`config.mk`:
```
export PLATFORM = sky130hd
export DESIGN_NAME = vliw_bundle_packer
export DESIGN_NICKNAME = d
export VERILOG_FILES = /design/src/rtl/vliw_bundle_packer.sv
export SDC_FILE = /design/constraint.sdc
export NUM_CORES = 1
export LEC_CHECK = 0
export ABC_AREA = 1
export ABC_CLOCK_PERIOD_IN_PS = 3260
export CAP_MARGIN = 30
export CORE_ASPECT_RATIO = 0.6
export CORE_MARGIN = 2
export CORE_UTILIZATION = 46
export CTS_CLUSTER_SIZE = 14
export DETAILED_ROUTE_END_ITERATION = 8
export DONT_BUFFER_PORTS = 1
export GPL_ROUTABILITY_DRIVEN = 1
export PLACE_DENSITY = 0.6
export SLEW_MARGIN = 20
export SYNTH_ARGS = -nofsm -noshare
export SYNTH_HDL_FRONTEND = slang
export SYNTH_SLANG_ARGS = --single-unit
```
`constraint.sdc`:
```
create_clock -name clk -period 3.26 [get_ports clk]
set_clock_uncertainty 0.05 [all_clocks]
set_input_delay 0.652 -clock clk [delete_from_list [all_inputs] [get_ports clk]]
set_output_delay 0.652 -clock clk [all_outputs]
set_load 0.1 [all_outputs]
```
`src/rtl/vliw_bundle_packer.sv`:
```
// Packs a stream of scalar 32-bit instructions into 4-slot 128-bit VLIW bundles.
// A bundle closes on full, on an intra-bundle RAW/WAW hazard, or on flush. Defining
// BUNDLE_TIMEOUT_EN adds an idle timeout (TIMEOUT_CYC) that closes partial bundles.
module vliw_bundle_packer (
  input  logic         clk,
  input  logic         rstn,
  input  logic         in_valid,
  output logic         in_ready,
  input  logic [31:0]  in_instr,
  input  logic         flush,
  output logic         out_valid,
  input  logic         out_ready,
  output logic [127:0] vliw_instr,
  output logic         illegal,
  output logic [15:0]  bundle_cnt
);
  localparam int unsigned SLOTS = 4;
  localparam int unsigned IW    = 32;
  localparam int unsigned CW    = 3;
  localparam int unsigned BW    = 16;

  logic [SLOTS-1:0][IW-1:0] acc_q, acc_d;
  logic [CW-1:0]            cnt_q, cnt_d;
  logic [SLOTS*IW-1:0]      ob_q, ob_d;
  logic                     out_valid_q, out_valid_d;
  logic                     flush_pend_q, flush_pend_d;
  logic                     illegal_q, illegal_d;
  logic [BW-1:0]            bundle_cnt_q, bundle_cnt_d;

  logic [2:0] op_c, dest_c, src1_c, src2_c;
  logic       rd1_c, rd2_c, op_ok_c, word_legal_c, word_illegal_c, cnt_nz_c;
  logic       hazard_c, close_c, ob_free_c, accept_c, do_close_c, timeout_c;

  // Field decode of the incoming word
  assign op_c           = in_instr[2:0];
  assign dest_c         = in_instr[5:3];
  assign src1_c         = in_instr[8:6];
  assign src2_c         = in_instr[11:9];
  assign op_ok_c        = (op_c == 3'b000) || (op_c == 3'b001) ||
                          (op_c == 3'b010) || (op_c == 3'b100);
  assign rd1_c          = (op_c != 3'b100);
  assign rd2_c          = (op_c == 3'b000) || (op_c == 3'b001);
  assign word_legal_c   = in_instr[31] && op_ok_c;
  assign word_illegal_c = in_instr[31] && !op_ok_c;
  assign cnt_nz_c       = (cnt_q != '0);

  // WAW against any filled dest, RAW against the sources this op actually reads
  always_comb begin
    hazard_c = 1'b0;
    for (int i = 0; i < SLOTS; i++) begin
      if (CW'(i) < cnt_q) begin
        if ((acc_q[i][5:3] == dest_c) ||
            (rd1_c && (acc_q[i][5:3] == src1_c)) ||
            (rd2_c && (acc_q[i][5:3] == src2_c))) begin
          hazard_c = 1'b1;
        end
      end
    end
  end

  // A flush seen this cycle closes immediately; otherwise it waits in flush_pend_q
  assign close_c    = (cnt_q == CW'(SLOTS)) ||
                      (cnt_nz_c && in_valid && word_legal_c && hazard_c) ||
                      (cnt_nz_c && (flush_pend_q || flush)) ||
                      timeout_c;
  assign ob_free_c  = !out_valid_q || out_ready;
  assign in_ready   = close_c ? ob_free_c : (cnt_q < CW'(SLOTS));
  assign accept_c   = in_valid && in_ready;
  assign do_close_c = close_c && ob_free_c;

  always_comb begin
    acc_d        = acc_q;
    cnt_d        = cnt_q;
    ob_d         = ob_q;
    out_valid_d  = out_valid_q && !out_ready;
    flush_pend_d = flush_pend_q || (flush && cnt_nz_c);
    illegal_d    = accept_c && word_illegal_c;
    bundle_cnt_d = bundle_cnt_q;
    if (do_close_c) begin
      // Unused slots are already zero, so they leave as NOPs
      ob_d         = acc_q;
      out_valid_d  = 1'b1;
      bundle_cnt_d = bundle_cnt_q + BW'(1);
      acc_d        = '0;
      cnt_d        = '0;
      flush_pend_d = 1'b0;
      if (accept_c && word_legal_c) begin
        acc_d[0] = in_instr;
        cnt_d    = CW'(1);
      end
    end else if (accept_c && word_legal_c) begin
      acc_d[cnt_q[1:0]] = in_instr;
      cnt_d             = cnt_q + CW'(1);
    end
  end

  always_ff @(posedge clk or negedge rstn) begin
    if (!rstn) begin
      acc_q        <= '0;
      cnt_q        <= '0;
      ob_q         <= '0;
      out_valid_q  <= 1'b0;
      flush_pend_q <= 1'b0;
      illegal_q    <= 1'b0;
      bundle_cnt_q <= '0;
    end else begin
      acc_q        <= acc_d;
      cnt_q        <= cnt_d;
      ob_q         <= ob_d;
      out_valid_q  <= out_valid_d;
      flush_pend_q <= flush_pend_d;
      illegal_q    <= illegal_d;
      bundle_cnt_q <= bundle_cnt_d;
    end
  end

`ifdef BUNDLE_TIMEOUT_EN
  parameter int unsigned TIMEOUT_CYC = 8;
  localparam int unsigned IDLE_W = $clog2(TIMEOUT_CYC + 1);

  logic [IDLE_W-1:0] idle_q, idle_d;

  // Counts idle cycles while a partial bundle waits; saturates at the limit
  always_comb begin
    idle_d = idle_q;
    if (accept_c || do_close_c) begin
      idle_d = '0;
    end else if (cnt_nz_c && (idle_q != IDLE_W'(TIMEOUT_CYC))) begin
      idle_d = idle_q + IDLE_W'(1);
    end
  end

  always_ff @(posedge clk or negedge rstn) begin
    if (!rstn) idle_q <= '0;
    else       idle_q <= idle_d;
  end

  assign timeout_c = cnt_nz_c && (idle_q == IDLE_W'(TIMEOUT_CYC));
`else
  assign timeout_c = 1'b0;
`endif

  assign out_valid  = out_valid_q;
  assign vliw_instr = ob_q;
  assign illegal    = illegal_q;
  assign bundle_cnt = bundle_cnt_q;
endmodule

```
==> results.ini <==
[timing]
whs_ns=-0.255
fin_crit_sh_pct=95.7
worst_pin_slew_ns=1.02
fmax_mhz=320
setup_viol=0
period_minus_slack_ns=3.12
relSlewSlack_pct=32.3
hold_violations=278
slew_violations=0

[critical_path]
r2r_start=cnt_q[1]
critPathMaxStageDelay_ns=0.44
worstPathBufferInverterCount=5
cp_slowest_cell=dfrtp_2
start_kind=register
reg2reg_slack_ns=0.69
arrival_ns=2.42
cpMostUsedCell=inv_1
path_delay_family=buffers and inverters
end_kind=output port
rr_endpoint=acc_q[114]
reg2reg_depth=13
crit_fanout=14
required_ns=2.56
path_class=reg2out
worstPathCellList=inv_1, ha_1, inv_1, nor2_2, inv_1, o21ai_0, o31ai_1, inv_1, nand2_2, nand2_8, nand2_4, buf_12

[die]
core_area_um2=26600
initial_utilization_pct=47.1
die_width_um=217
dieHeight_um=132
ioPinCount=184
rows=46
die-area_um2=28600

[synthesis]
synth_top_area_share_pct=55.5
ys_seq_area_share_pct=55.5
synth_nets=1660
ys_top_cells_by_area=dfrtp_1 56%, nand2_1 25%, nand3_1 4.6%
synth_edf_count=0
synth_cell_types=23
avgSynthCellArea_um2=7.74
synthArstFlopShare_pct=100
yosysWarningCount=0
synth_cells=1618
synth_flop_cell=dfrtp_1
syn_area_um2=12500
ys_ff_latch=278
synth_area_leader_cell=dfrtp_1

[placement]
place_congestion=0.953
dpl.hpwl_um=23700
place.port_buffers=0

[detailed_routing]
drtPass1Iterations=5
wl_met2_um=14200
drt-total-wl_um=35800
met1_length_um=18100
num_vias=10300
wl_met3_um=2930
drt-initial-drc-count=1035
ant_nets=0
drc=0
wire_per_inst_um=18.1
top_layer=met4
viasPerCell=5.23

[layout]
fill_cells=2583
fin_util_pct=52.2
layout-drive-gt1-share_pct=7.10
final_nets=1641
syn2layout_area_growth_pct=10.7
diodes=0

[clock_tree]
ctsHtreeMaxLevel=1
cts_buffers=27
clk_path_buf_depth=3
cts_root_buffer=clkbuf_16
clock-sinks=278
cts_tree=done
worstSkewPairLatency_ns=0.56
clkSlewWorstSetupHoldPaths_ns=0.07
postCtsSetupRepairBufs=0

[global_route]
grt_overflow=0
antenna_found_initial=0
grt_pass1_wl_um=56600
grt_pass1_vias=9483
grt_use_total_pct=25.0
grt_max_degree=279

[power_and_ir_drop]
ir_drop_mv=0.811
p_per_area_nw_per_um2=1110
sw_frac_of_total_pct=53.4
switchingPower_mw=8.20
seq_power_share_pct=49.3
internal_power_mw=7.17
clockPowerShare_pct=19.8
power_frac_comb_pct=30.9
p_leak_nw=7.51

[job]
cap_viol_max_count=0

[run_status]
status=finished, violations left
violations=hold timing

[hold_path]
hold_path_class=in2async

-- sequential cells by signal (all words and copies together) (netlist names) --
signal,count
illegal,1
out_valid,1
bundle_cnt,16
vliw_instr,128
acc_q,128
cnt_q,3
flush_pend_q,1
-- metal layers --
metal  track usage [%]  vias up
li1                  -     4964
met1              41.2     4995
met2              33.5      343
met3              5.56       44
met4              3.77        0
met5                 0        -
-- cells in the mapped netlist (3+ instances only) --
cell type  count
buf_2         46
buf_6          5
inv_2          3
buf_1          4
nor3_1         7
nor2_1       132
xnor2_1       14
o21ai_0       21
ha_1           5
nand2_1      844
xor2_1         9
dfrtp_1      278
nand3_1      114
clkbuf_1      46
a21oi_1        3
nand4_1       36
inv_1         45
-- through the flow --
stage | power, mW | setup TNS [ns] | cell area, µm² | worst slack (ns) | std cells
after detailed placement | 12.3 | 0 | 13000 | 0.343 | 1928
after CTS | 15.4 | 0 | 13800 | 0.00217 | 1977
after global placement | 12.3 | 0 | 13000 | 0.362 | 1928
after floorplan | 10.9 | 0 | 12500 | 0.265 | 1618
after global routing | 16.2 | -0.0102 | 13900 | -0.0102 | 1979
final | 15.4 | 0 | 13900 | 0.139 | 1979
-- kinds of logic (layout without fill, tap and decap cells) --
kind of cell | count (synthesis) | in the layout | share of synthesized area [%]
AO/OA/AOI/OAI | 27 | 27 | 1.13
AND/OR/NAND/NOR | 1135 | 1135 | 36.0
XOR/XNOR | 23 | 23 | 1.61
buffers and inverters | 150 | 151 | 5.28
adder cells (fa/ha/maj) | 5 | 5 | 0.499
flip-flops | 278 | 278 | 55.5
-- repair_timing --
action	in CTS	in global routing
pin swaps	0	0
gates resized for setup	3	6
endpoints found under the setup margin	1	1
endpoints found under the hold margin	278	278
-- power groups by stage --
stage	registers, mW	logic [mW]	clock network [mW]
after floorplan	7.82	3.09	0
after global placement	7.66	4.62	0
after detailed placement	7.67	4.67	0
after CTS	7.62	4.69	3.12
after global routing	7.69	5.25	3.26
final	7.58	4.75	3.04
-- worst max-delay path by stage --
stage | from | endpoint | slack, ns | depth (start not counted)
final | cnt_q[1] | in_ready | 0.14 | 12
after global routing | cnt_q[1] | in_ready | -0.01 | 12
after CTS | cnt_q[0] | in_ready | 0.002 | 12
after detailed placement | in_instr[0] | in_ready | 0.34 | 13
after global placement | in_instr[0] | in_ready | 0.36 | 13
after floorplan | in_instr[8] | in_ready | 0.27 | 13
-- area by class of cell --
type | count | area (µm²) | area share (%)
inverters | 48 | 185 | 1.33
multi-input cells | 1190 | 4960 | 35.8
well taps | 360 | 450 | 3.25
flip-flops and latches | 278 | 6960 | 50.2
clock buffers | 36 | 769 | 5.55
repair buffers | 54 | 472 | 3.40
clock inverters | 13 | 77.6 | 0.559
-- layout by cell type (no fill, tap or decap), drive strengths merged --
master / synthesis / routed
o21ai: 23 / 23
nor4: 1 / 1
nor3: 7 / 7
clkinvlp: 0 / 2
clkinv: 0 / 10
xor2: 9 / 9
a21oi: 3 / 3
ha: 5 / 5
clkbuf: 46 / 37
nand4: 36 / 36
nor2: 132 / 132
o31ai: 1 / 1
dfrtp: 278 / 278
xnor2: 14 / 14
inv: 48 / 49
buf: 56 / 53
nand2: 845 / 845
nand3: 114 / 114
(Power assumes the default switching activity.)
